### config.mk
export PLATFORM = sky130hd
export DESIGN_NAME = gpr_writeback
export DESIGN_NICKNAME = d
export VERILOG_FILES = /design/src/rtl/gpr_writeback.sv
export SDC_FILE = /design/constraint.sdc
export NUM_CORES = 1
export LEC_CHECK = 0
export ABC_AREA = 1
export BUFFER_PORTS_ARGS = -buffer_cell sky130_fd_sc_hd__clkbuf_2
export CAP_MARGIN = 20
export CORE_MARGIN = 5
export CORE_UTILIZATION = 49
export CTS_BUF_LIST = sky130_fd_sc_hd__clkbuf_16
export CTS_CLUSTER_DIAMETER = 40
export DETAILED_ROUTE_END_ITERATION = 8
export GPL_ROUTABILITY_DRIVEN = 0
export GPL_TIMING_DRIVEN = 0
export PLACE_DENSITY = 0.81
export REMOVE_ABC_BUFFERS = 1
export SYNTH_ARGS = -nofsm -noshare
export SYNTH_HDL_FRONTEND = slang
export SYNTH_SLANG_ARGS = --single-unit
### constraint.sdc
create_clock -name clk -period 2.27 [get_ports clk]
set_input_delay 0.5675 -clock clk [delete_from_list [all_inputs] [get_ports clk]]
set_output_delay 0.5675 -clock clk [all_outputs]
set_load 0.01 [all_outputs]
### src/rtl/gpr_writeback.sv
// gpr_writeback: writeback sequencer for the GPR file write port.
// Accepts one retiring instruction, selects ALU, load or link data, waits for
// load data when needed (with an optional timeout), aligns/extends it and
// issues exactly one register write. All outputs are registered on posedge.
// All buses use [0:N-1] ordering: bit 0 is the MSB.
//
// Ports:
//   clk, reset           clock, asynchronous active-high reset
//   wb_valid / wb_ready  retire handshake (accepted only while wb_ready=1)
//   wb_src               00 ALU, 01 load, 10 link, 11 no write
//   wb_Rt, wb_Rd         instruction register fields
//   wb_Rdst, wb_jal      destination select (Rd vs Rt, r31 for jal)
//   alu_result, link_pc  ALU result and jal return address
//   ld_size, ld_signed   load size (00 byte, 01 half, 10 word) and extension
//   ld_offset            low address bits of the load
//   mem_rdata/mem_rvalid load return word and its valid strobe
//   regWr                one-cycle GPR write enable
//   Rt, Rd, Rdst         held register selects to the GPR file
//   jal_instr            held jal flag to the GPR file
//   busW                 write data
//   wb_done, wb_error    one-cycle completion / error pulses
module gpr_writeback #(
    parameter int unsigned MEM_TIMEOUT = 16,
    parameter int unsigned CNT_W       = 5
) (
    input  logic        clk,
    input  logic        reset,
    input  logic        wb_valid,
    output logic        wb_ready,
    input  logic [0:1]  wb_src,
    input  logic [0:4]  wb_Rt,
    input  logic [0:4]  wb_Rd,
    input  logic        wb_Rdst,
    input  logic        wb_jal,
    input  logic [0:31] alu_result,
    input  logic [0:31] link_pc,
    input  logic [0:1]  ld_size,
    input  logic        ld_signed,
    input  logic [0:1]  ld_offset,
    input  logic [0:31] mem_rdata,
    input  logic        mem_rvalid,
    output logic        regWr,
    output logic [0:4]  Rt,
    output logic [0:4]  Rd,
    output logic        Rdst,
    output logic        jal_instr,
    output logic [0:31] busW,
    output logic        wb_done,
    output logic        wb_error
);

    localparam logic [1:0] SRC_ALU  = 2'b00;
    localparam logic [1:0] SRC_MEM  = 2'b01;
    localparam logic [1:0] SRC_LINK = 2'b10;

    localparam logic [1:0] SZ_BYTE = 2'b00;
    localparam logic [1:0] SZ_HALF = 2'b01;
    localparam logic [1:0] SZ_WORD = 2'b10;
    localparam logic [1:0] SZ_RSVD = 2'b11;

    // Timeout of 0 disables expiry entirely.
    localparam bit             TO_EN    = (MEM_TIMEOUT != 0);
    localparam logic [CNT_W-1:0] CNT_LAST = CNT_W'(MEM_TIMEOUT - 1);

    typedef enum logic [2:0] {
        S_IDLE,
        S_WAIT_MEM,
        S_WRITE,
        S_DONE,
        S_ERROR
    } state_t;

    state_t           state;
    logic [CNT_W-1:0] cnt;
    logic [1:0]       size_q;
    logic [1:0]       off_q;
    logic             sgn_q;

    // Numeric (descending) views of the ascending input fields.
    logic [1:0]  src_in;
    logic [1:0]  size_in;
    logic [1:0]  off_in;
    logic        bad_align;
    logic        dest_zero_in;
    logic        dest_zero_q;

    logic [31:0] rdata_w;
    logic [7:0]  byte_v;
    logic [15:0] half_v;
    logic [31:0] load_data;

    // Accept-time decode: alignment check and r0 destination detection.
    always_comb begin
        src_in    = wb_src;
        size_in   = ld_size;
        off_in    = ld_offset;
        bad_align = (size_in == SZ_RSVD)
                 || ((size_in == SZ_HALF) && off_in[0])
                 || ((size_in == SZ_WORD) && (off_in != 2'b00));
        dest_zero_in = wb_jal ? 1'b0 : (wb_Rdst ? (wb_Rd == 5'd0) : (wb_Rt == 5'd0));
        dest_zero_q  = jal_instr ? 1'b0 : (Rdst ? (Rd == 5'd0) : (Rt == 5'd0));
    end

    // Load extraction: offset 0 addresses the most significant byte.
    always_comb begin
        rdata_w = mem_rdata;
        byte_v  = 8'(rdata_w >> {2'(2'd3 - off_q), 3'b000});
        half_v  = 16'(rdata_w >> {~off_q[1], 4'b0000});
        case (size_q)
            SZ_BYTE: load_data = sgn_q ? {{24{byte_v[7]}}, byte_v} : {24'd0, byte_v};
            SZ_HALF: load_data = sgn_q ? {{16{half_v[15]}}, half_v} : {16'd0, half_v};
            default: load_data = rdata_w;
        endcase
    end

    // Sequencer: outputs are set on the edge that enters the state they belong to.
    always_ff @(posedge clk or posedge reset) begin
        if (reset) begin
            state     <= S_IDLE;
            wb_ready  <= 1'b1;
            regWr     <= 1'b0;
            wb_done   <= 1'b0;
            wb_error  <= 1'b0;
            busW      <= '0;
            Rt        <= '0;
            Rd        <= '0;
            Rdst      <= 1'b0;
            jal_instr <= 1'b0;
            cnt       <= '0;
            size_q    <= '0;
            off_q     <= '0;
            sgn_q     <= 1'b0;
        end else begin
            regWr    <= 1'b0;
            wb_done  <= 1'b0;
            wb_error <= 1'b0;
            case (state)
                S_IDLE: begin
                    if (wb_valid) begin
                        wb_ready  <= 1'b0;
                        Rt        <= wb_Rt;
                        Rd        <= wb_Rd;
                        Rdst      <= wb_Rdst;
                        jal_instr <= wb_jal;
                        size_q    <= size_in;
                        off_q     <= off_in;
                        sgn_q     <= ld_signed;
                        cnt       <= '0;
                        case (src_in)
                            SRC_ALU, SRC_LINK: begin
                                busW    <= (src_in == SRC_ALU) ? alu_result : link_pc;
                                regWr   <= ~dest_zero_in;
                                wb_done <= 1'b1;
                                state   <= S_WRITE;
                            end
                            SRC_MEM: begin
                                busW <= '0;
                                if (bad_align) begin
                                    wb_done  <= 1'b1;
                                    wb_error <= 1'b1;
                                    state    <= S_ERROR;
                                end else begin
                                    state <= S_WAIT_MEM;
                                end
                            end
                            default: begin
                                busW    <= '0;
                                wb_done <= 1'b1;
                                state   <= S_DONE;
                            end
                        endcase
                    end
                end
                S_WAIT_MEM: begin
                    cnt <= CNT_W'(cnt + 1'b1);
                    // Data wins over a coincident timeout.
                    if (mem_rvalid) begin
                        busW    <= load_data;
                        regWr   <= ~dest_zero_q;
                        wb_done <= 1'b1;
                        state   <= S_WRITE;
                    end else if (TO_EN && (cnt == CNT_LAST)) begin
                        wb_done  <= 1'b1;
                        wb_error <= 1'b1;
                        state    <= S_ERROR;
                    end
                end
                S_WRITE, S_DONE, S_ERROR: begin
                    wb_ready <= 1'b1;
                    state    <= S_IDLE;
                end
                default: begin
                    wb_ready <= 1'b1;
                    state    <= S_IDLE;
                end
            endcase
        end
    end

endmodule

==> flow_metrics.tcl, run 1 <==
set metrics [dict create \
    run_status "finished, final reports clean" \
    dpl.hpwl_mm 9.17 \
    synth_edf_count 0 \
    power_frac_seq_pct 31.6 \
    synth_seq_area_share_pct 39.0 \
    worstMarginPinSlew_ps 634 \
    reg2reg_from "state[1]" \
    avgSynthCellArea_um2 6.63 \
    power_density_nw_per_um2 1230 \
    clkPwrFrac_pct 21.4 \
    cp_top_family "simple AND/OR/NAND/NOR gates" \
    synth_warnings 0 \
    p_int_mw 3.50 \
    peakVddDrop_mv 0.770 \
    placeableCoreArea_um2 7770 \
    placed_cell_area_um2 4750 \
    cts.clk_slew.worst_paths_ps 50 \
    p_leak_nw 2.84 \
    crit_fanout 43 \
    clock_sinks 61 \
    swShare_pct 43.6 \
    cap_violations 0 \
    combPwrFrac_pct 47.0 \
    cp.arrival_ps 2320 \
    fin_nets 862 \
    first_iter_violations 127 \
    cp_cell_sequence "nor2_2 -> inv_2 -> nor2_8 -> nand2_2 -> nand2_8 -> inv_2 -> nor2_1 -> a21oi_1" \
    fp.dieW_um 99.4 \
    antenna_found_initial 0 \
    clock_skew_ps 6.42 \
    required_ps 2480 \
    postSynthCellCount 591 \
    ant_nets 0 \
    r2r_setup_slack_ps 150 \
    worstHoldPathType "in2async" \
    drive_above_1_share_pct 27.7 \
    setup.worst_path.start "state[1]" \
    tritoncts "built" \
    r2r_cells 8 \
    ys_ff_latch 61 \
    crit_path_end "busW[28]" \
    syn2layout_area_growth_pct 29.4 \
    worstSkewPairLatency_ps 330 \
    first_pass_iters 4 \
    pin_count 167 \
    die-area_um2 9880 \
    n_antenna_cell 0 \
    grt_pass1_vias 4383 \
    drv_slew 0 \
    port_buffers 166 \
    cp-end-kind "flip-flop" \
    fillCellCount 723 \
    post-route-min-period_ps 2120 \
    grt_max_degree 44 \
    cp_common_cell "inv_2" \
    grt_pass1_wl_mm 20.1 \
    wl_per_cell_um 14.5 \
    synth-main-ff-cell "dfrtp_1" \
    vias 4455 \
    std_cell_rows 32 \
    crit_slowest_cell "nor2_8" \
    total_power_mw 6.22 \
    final.period_utilization_pct 93.2 \
    die_y_um 99.4 \
    max_stage_delay_ps 410 \
    post_synth_num_cell_types 32 \
    viasPerCell 5.25 \
    drc 0 \
    htree_num_levels 3 \
    initial_core_util_pct 50.4 \
    max_slew_margin_pct 57.7 \
    holdBufCountCts 0 \
    cts_root_buf "clkbuf_16" \
    async_flop_share_pct 100 \
    finalHoldViolations 0 \
    r2r_end "busW[28]" \
    grt_use_total_pct 25.1 \
    post_cts_buffers 0 \
    fmax_mhz 472 \
    final_area_um2 5070 \
    cp-start-kind "flip-flop" \
    rsz0062_at_grt "true" \
    hold_slack_ps 312 \
    cts_inserted_buffers 9 \
    cts_buffer_depth 2 \
    worstPathBufferInverterCount 2 \
    setup_viol 0 \
    syn-cell-area_um2 3920 \
    p_switching_mw 2.71 \
    routed_wl_mm 12.3 \
    overflow 0 \
    cp.depth 8 \
    critPathKind "reg2reg" \
]
-- per-layer routing --
layer  vias to the layer above  track usage, %  routed length, um
met5                         -               0                  0
met4                         0            8.30                239
met3                        23            5.96               1190
met2                       200            43.1               6060
met1                      2053            31.0               4770
li1                       2179               -                  -
-- stage by stage --
| stage | utilization, % | setup slack [ps] | cells | setup TNS (ps) |
|---|---|---|---|---|
| floorplan | - | 191 | 562 | 0 |
| global placement | 60.5 | -556 | 830 | -37480 |
| detailed placement | 61.1 | -356 | 832 | -5940 |
| CTS | 65.0 | 6.99 | 848 | 0 |
| global route | 65.3 | -64.8 | 848 | -309 |
| finish | 65.3 | 153 | 848 | 0 |
-- how the worst min path moves through the flow --
stage                     endpoint
after floorplan             cnt[0]
after CTS                  busW[4]
after global routing       busW[6]
after global placement    busW[30]
after detailed placement  busW[31]
final                      busW[7]
-- layout make-up --
type,instances,area (um2),share of cell area [%]
multi-input cells,455,2070,40.8
flip-flops and latches,61,1530,30.1
repair buffers,168,878,17.3
clock buffers,9,225,4.44
inverters,46,176,3.48
well taps,102,128,2.52
clock inverters,7,66.3,1.31
-- cells in the final DEF (no fill, tap or decap), types with 5 or more instances in the layout --
master | synthesis | routed
a21oi_1 | 38 | 38
clkbuf_16 | 0 | 9
clkbuf_2 | 0 | 166
dfrtp_1 | 60 | 60
inv_1 | 38 | 36
inv_2 | 8 | 9
nand2_1 | 241 | 240
nand3_1 | 39 | 39
nor2_1 | 66 | 66
o21ai_0 | 25 | 25
o21ai_1 | 5 | 5
o22ai_1 | 18 | 18
-- power groups by stage --
stage / registers [mW] / logic, mW / clock network, mW
global route: 2.04 / 3.30 / 1.41
CTS: 1.96 / 2.92 / 1.36
detailed placement: 1.98 / 2.89 / 0
finish: 1.97 / 2.92 / 1.33
floorplan: 2.16 / 1.61 / 0
global placement: 2.01 / 2.69 / 0
-- registers in the layout, indices dropped and copies added, names as in the netlist --
register and count:
size_q 2, wb_done 1, Rd 5, wb_error 1
regWr 1, Rt 5, off_q 2, jal_instr 1
state 3, Rdst 1, sgn_q 1, wb_ready 1
busW 32, cnt 5
-- cell families (layout without fill, tap and decap cells) --
group                    after synthesis  count (layout)  share of synthesized area [%]
AO/OA/AOI/OAI                         93              93                           13.0
flip-flops                            61              61                           39.0
adder cells (fa/ha/maj)                2               2                          0.639
XOR/XNOR                               1               1                          0.224
buffers and inverters                 75             230                           8.88
AND/OR/NAND/NOR                      359             359                           38.2
-- what timing repair did --
action / 4_1_cts / 5_1_grt
setup endpoints to repair: 16 / 35
endpoints found under the hold margin: 0 / 0
resized for setup: 2 / 4
pin swaps: 0 / 0
-- cells in the mapped netlist (5+ instances only) --
master / number / area (um2)
nor2_1: 66 / 248
inv_2: 8 / 30.0
nand3_1: 39 / 195
o21ai_1: 5 / 25.0
nand2_1: 241 / 905
dfrtp_1: 60 / 1500
a21oi_1: 38 / 190
o21ai_0: 25 / 125
buf_6: 5 / 56.3
buf_2: 20 / 100
inv_1: 38 / 143
o22ai_1: 18 / 113
No activity file was read; power rests on OpenSTA's default activity.
==> inputs of run 2 (changes only) <==
--- a/config.mk
+++ b/config.mk
@@ -9,14 +9,13 @@
 export BUFFER_PORTS_ARGS = -buffer_cell sky130_fd_sc_hd__clkbuf_2
 export CAP_MARGIN = 20
 export CORE_MARGIN = 5
-export CORE_UTILIZATION = 49
+export CORE_UTILIZATION = 45
 export CTS_BUF_LIST = sky130_fd_sc_hd__clkbuf_16
 export CTS_CLUSTER_DIAMETER = 40
 export DETAILED_ROUTE_END_ITERATION = 8
 export GPL_ROUTABILITY_DRIVEN = 0
 export GPL_TIMING_DRIVEN = 0
-export PLACE_DENSITY = 0.81
-export REMOVE_ABC_BUFFERS = 1
+export PLACE_DENSITY = 0.75
 export SYNTH_ARGS = -nofsm -noshare
 export SYNTH_HDL_FRONTEND = slang
 export SYNTH_SLANG_ARGS = --single-unit
==> flow_metrics.tcl, run 2 (synthesis gave the netlist of run 1 again) <==
set metrics [dict create \
    worstPathBufferInverterCount 3 \
    placeableCoreArea_um2 8590 \
    critPathKind "in2reg" \
    grt_pass1_wl_mm 19.6 \
    place_ws_ps 307 \
    die-area_um2 10700 \
    max_stage_delay_ps 360 \
    worstMarginPinSlew_ps 489 \
    std_cell_rows 34 \
    n_antenna_cell 0 \
    post-route-min-period_ps 1640 \
    final_common_cell "nand2_1" \
    crit_slowest_cell "nor2_2" \
    fillCellCount 839 \
    die_y_um 103 \
    cts.clk_slew.worst_paths_ps 50 \
    drv_slew 0 \
    vias 4380 \
    first_iter_violations 155 \
    syn2layout_area_growth_pct 32.4 \
    final.period_utilization_pct 72.4 \
    required_ps 2470 \
    fin_setup_tns_ps 0 \
    initial_core_util_pct 45.6 \
    port_buffers 166 \
    grt_use_total_pct 23.8 \
    drive_above_1_share_pct 29.5 \
    r2r_cells 11 \
    finalHoldViolations 0 \
    cp_top_family "buffers and inverters" \
    crit_fanout 10 \
    placed_cell_area_um2 4900 \
    cp-end-kind "flip-flop" \
    worstSkewPairLatency_ps 320 \
    setup_viol 0 \
    cap_violations 0 \
    layout_common_cells "nand2_1, clkbuf_2, nor2_1" \
    pin_count 167 \
    synth_nets 712 \
    crit_path_end "busW[26]" \
    fin_ws_ps 627 \
    tritoncts "built" \
    r2r_setup_slack_ps 640 \
    cp.depth 8 \
    p_leak_nw 2.96 \
    rsz0062_at_grt "false" \
    fmax_mhz 609 \
    r2r_end "busW[13]" \
    viasPerCell 4.97 \
    run_status "finished, final reports clean" \
    fp.dieW_um 103 \
    total_power_mw 6.28 \
    cts_root_buf "clkbuf_16" \
    worstHoldPathType "in2async" \
    cp-start-kind "input port" \
    regMostFlops "busW" \
    htree_num_levels 3 \
    regArea_um2 1530 \
    cp.arrival_ps 1840 \
    holdBufCountCts 0 \
    wl_per_cell_um 14.2 \
    dpl.hpwl_mm 10.2 \
    grt_max_degree 41 \
    clock_sinks 61 \
    max_slew_margin_pct 67.3 \
    clock_skew_ps 5.40 \
    peakVddDrop_mv 0.720 \
    cts_inserted_buffers 9 \
    overflow 0 \
    power_density_nw_per_um2 1210 \
    routed_wl_mm 12.5 \
    cts_buffer_depth 2 \
    cp_cell_sequence "clkbuf_2 -> nor2_2 -> inv_2 -> buf_2 -> o22ai_1 -> nor2_1 -> a21oi_1 -> o21ai_1" \
    post_cts_buffers 0 \
    post_cts_resized 0 \
    multi_input_area_um2 2040 \
    setup.worst_path.start "wb_src[0]" \
    final_area_um2 5190 \
    fin_nets 890 \
    first_pass_iters 4 \
    antenna_found_initial 0 \
    reg2reg_from "state[1]" \
    largest_reg_flops 32 \
    ant_nets 0 \
    grt_pass1_vias 4238 \
    drc 0 \
]
-- run 2: cell types whose count changed in the layout (fill, tap and decap cells not counted), sizes merged --
cell | previous run | this run
buf | 2 | 28
clkbuf | 175 | 177
clkinvlp | 4 | 1
inv | 45 | 48
-- run 2: how the worst min path moves through the flow --
stage,startpoint,to
2_1_floorplan,cnt[0],cnt[0]
3_3_place_gp,busW[29],busW[29]
3_5_place_dp,busW[30],busW[30]
4_1_cts,reset,busW[13]
5_1_grt,reset,busW[13]
6_report,reset,busW[13]
-- run 2: area by class of cell --
type                            instances  area share, %
Inverter                               46           3.33
Sequential cell                        61           29.5
Multi-Input combinational cell        455           39.3
Timing Repair Buffer                  167           16.4
Clock buffer                            9           4.34
Tap cell                              108           2.61
Clock inverter                          7           1.13
Buffer                                 29           3.38
-- run 2: report_power, final --
group	leakage, nW	internal [mW]	switching, mW	total, mW
logic	2.07	1.16	1.89	3.05
clock network	0.145	0.832	0.459	1.29
registers	0.747	1.58	0.354	1.94
total	2.96	3.57	2.70	6.28
-- run 2: metal layers --
metal  vias to the layer above  track usage [%]  share of wire, %
li1                       2246                -                 -
met1                      1954             29.3                42
met2                       160             41.3                48
met3                        20             4.96               7.8
met4                         0             8.47               2.1
met5                         -                0                 0
-- run 2: stage by stage --
step	instances	hold slack, ps	utilization [%]
floorplan	591	488	-
global placement	865	479	56.8
detailed placement	866	482	57.0
CTS	882	266	60.4
global route	882	301	60.4
finish	882	253	60.4
==> inputs of run 3 (changes only) <==
==> config.mk (replaced) <==
export PLATFORM = sky130hd
export DESIGN_NAME = gpr_writeback
export DESIGN_NICKNAME = d
export VERILOG_FILES = /design/src/rtl/gpr_writeback.sv
export SDC_FILE = /design/constraint.sdc
export NUM_CORES = 1
export LEC_CHECK = 0
export ABC_AREA = 0
export BUFFER_PORTS_ARGS = -buffer_cell sky130_fd_sc_hd__clkbuf_2
export CAP_MARGIN = 20
export CORE_MARGIN = 5
export CORE_UTILIZATION = 43
export CTS_BUF_LIST = sky130_fd_sc_hd__clkbuf_16
export CTS_CLUSTER_DIAMETER = 40
export DETAILED_ROUTE_END_ITERATION = 8
export GPL_ROUTABILITY_DRIVEN = 0
export GPL_TIMING_DRIVEN = 0
export PLACE_DENSITY = 0.76
export SYNTH_ARGS = -nofsm -noshare
export SYNTH_HDL_FRONTEND = slang
export SYNTH_SLANG_ARGS = --single-unit
==> constraint.sdc (replaced) <==
create_clock -name clk -period 1.34 [get_ports clk]
set_input_delay 0.335 -clock clk [delete_from_list [all_inputs] [get_ports clk]]
set_output_delay 0.335 -clock clk [all_outputs]
set_load 0.01 [all_outputs]
==> flow_metrics.tcl, run 3 <==
set metrics [dict create \
    syn-cell-area_um2 3650 \
    layout_common_cells "clkbuf_2, dfrtp_1, mux2i_1" \
    overflow 0 \
    avgSynthCellArea_um2 10.2 \
    dpl.hpwl_mm 9.65 \
    cts_buffer_depth 2 \
    cap_violations 0 \
    cts_inserted_buffers 9 \
    p_leak_nw 2.77 \
    antenna_found_initial 0 \
    hold_slack_ps 47.8 \
    synth_seq_area_share_pct 41.8 \
    pin_count 167 \
    final_common_cell "clkbuf_2" \
    std_cell_rows 33 \
    crit_path_end "busW[24]" \
    fillCellCount 598 \
    clock_skew_ps 11.3 \
    synth_fa_ha_area_share_pct 0.685 \
    busiest_layer "met2" \
    drive_above_1_share_pct 59.2 \
    postSynthCellCount 359 \
    run_status "finished with violations" \
    yosys.area.top_type "dfrtp_1" \
    reg2reg_from "off_q[1]" \
    rsz0062_at_grt "true" \
    r2r_end "busW[24]" \
    grt_pass1_vias 3928 \
    tritoncts "built" \
    clock_sinks 61 \
    fmax_mhz 600 \
    synth_nets 480 \
    place_ws_ps -540 \
    worstMarginPinSlew_ps 573 \
    max_stage_delay_ps 530 \
    setup.worst_path.start "off_q[1]" \
    wl_per_cell_um 20.0 \
    fp.dieW_um 102 \
    grt_max_degree 38 \
    synth_edf_count 0 \
    max_slew_margin_pct 61.7 \
    first_pass_iters 6 \
    r2r_setup_slack_ps -330 \
    crit_slowest_cell "mux4_2" \
    crit_fanout 2 \
    fin_ws_ps -328 \
    required_ps 1550 \
    cts.clk_slew.worst_paths_ps 60 \
    grt_util_met3_pct 4.78 \
    finalHoldViolations 0 \
    post-route-min-period_ps 1670 \
    grtUsageMet2_pct 41.9 \
    syn2layout_area_growth_pct 61.0 \
    worstSkewPairLatency_ps 330 \
    critPathKind "reg2reg" \
    grt_use_total_pct 24.7 \
    synth-main-ff-cell "dfrtp_1" \
    initial_core_util_pct 44.2 \
    synth_xor_xnor_area_share_pct 0 \
    synth_warnings 0 \
    drv_slew 0 \
    placeableCoreArea_um2 8260 \
    cp.arrival_ps 1870 \
    failed_checks "setup timing" \
    cp-end-kind "flip-flop" \
    n_antenna_cell 0 \
    ys_top_cells_by_count "dfrtp_1, mux2i_1, nand2_1" \
    yosys.area_share.simple_pct 15.7 \
    htree_num_levels 3 \
    largest_reg_flops 32 \
    worstHoldPathType "in2async" \
    post_synth_num_cell_types 44 \
    power_density_nw_per_um2 1680 \
    fin_setup_tns_ps -11320 \
    yosysMostFrequentCell "dfrtp_1" \
    vias 3917 \
    holdBufCountCts 0 \
    synth_mux_area_share_pct 15.2 \
    r2r_cells 3 \
    async_flop_share_pct 100 \
    gr-usage-met1_pct 31.6 \
    synth_compound_area_share_pct 22.8 \
    cp-start-kind "flip-flop" \
    drc 0 \
    ys_ff_latch 61 \
    die_y_um 102 \
    setup_viol 60 \
    cp_cell_sequence "mux4_2 -> o311a_1 -> a221o_1" \
    die-area_um2 10400 \
    routed_wl_mm 13.5 \
    regMostFlops "busW" \
    ant_nets 0 \
    synth_top_family_by_area "compound AO/OA/AOI/OAI gates" \
    viasPerCell 5.81 \
    synth_area_leaders "dfrtp_1, mux2i_1, o221ai_1" \
    port_buffers 165 \
    peakVddDrop_mv 0.764 \
    first_iter_violations 198 \
    cts_root_buf "clkbuf_16" \
    fin_nets 685 \
    final.period_utilization_pct 124 \
    synth_top_area_share_pct 41.1 \
    grt_pass1_wl_mm 20.1 \
    total_power_mw 9.90 \
]
==> run 3: changes by cell type in the layout (fill, tap and decap cells not counted), sizes merged, moves of 12 or more <==
cell / delta
inv: -46
buf: +14
or3: +14
nand3: -40
o221ai: +31
clkbuf: +12
mux2: +18
nand2: -211
a21oi: -35
o22ai: -18
mux2i: +33
nor2: -55
o21ai: -13
a2bb2oi: +24
==> run 3: area by class of cell <==
class	count	area (um2)	area share (%)
Tap cell	105	131	2.23
Clock inverter	7	75.1	1.28
Sequential cell	61	1530	26.1
Clock buffer	9	225	3.83
Multi-Input combinational cell	268	2510	42.7
Timing Repair Buffer	197	1170	19.9
Inverter	2	11.3	0.191
Buffer	25	219	3.72
==> run 3: worst max-delay path: cells and delay by family (launching register included) <==
kind	cells	cell delay (ps)
AO/OA/AOI/OAI	2	650
flip-flops	1	370
multiplexers	1	530
==> run 3: kinds of logic (layout without fill, tap and decap cells) <==
family	count (synthesis)	count (layout)
AND/OR/NAND/NOR	106	106
buffers and inverters	30	240
multiplexers	52	52
AO/OA/AOI/OAI	108	108
flip-flops	61	61
adder cells (fa/ha/maj)	2	2
==> run 3: worst min-delay path by stage <==
stage | startpoint | cells after the start | endpoint
finish | reset | 2 | jal_instr
global route | reset | 2 | jal_instr
global placement | cnt[3] | 1 | cnt[3]
floorplan | cnt[3] | 1 | cnt[3]
detailed placement | reset | 2 | jal_instr
CTS | reset | 2 | jal_instr
==> run 3: routing by layer <==
| layer | wire length, um | share of wire (%) |
|---|---|---|
| met1 | 5400 | 40 |
| met2 | 6990 | 52 |
| met3 | 894 | 6.6 |
| met4 | 231 | 1.7 |
| met5 | 0 | 0 |
==> run 3: timing repair <==
action / 4_1_cts / 5_1_grt
setup endpoints to repair: 57 / 61
buffers inserted: 18 / 11
pin swaps: 27 / 17
resized for setup: 65 / 53
cloned: 2 / 2
==> run 3: metrics by stage <==
stage | std cells | util, % | cell area, um2
2_1_floorplan | 359 | - | 3880
3_3_place_gp | 629 | 58.6 | 4840
3_5_place_dp | 630 | 58.8 | 4860
4_1_cts | 664 | 67.8 | 5600
5_1_grt | 674 | 71.2 | 5880
6_report | 674 | 71.2 | 5880
==> run 3: where the power goes <==
| part | switching, mW | leakage, nW | total, mW | internal, mW |
|---|---|---|---|---|
| registers | 0.445 | 0.763 | 2.89 | 2.44 |
| clock network | 0.882 | 0.140 | 2.33 | 1.44 |
| logic | 2.33 | 1.87 | 4.68 | 2.36 |
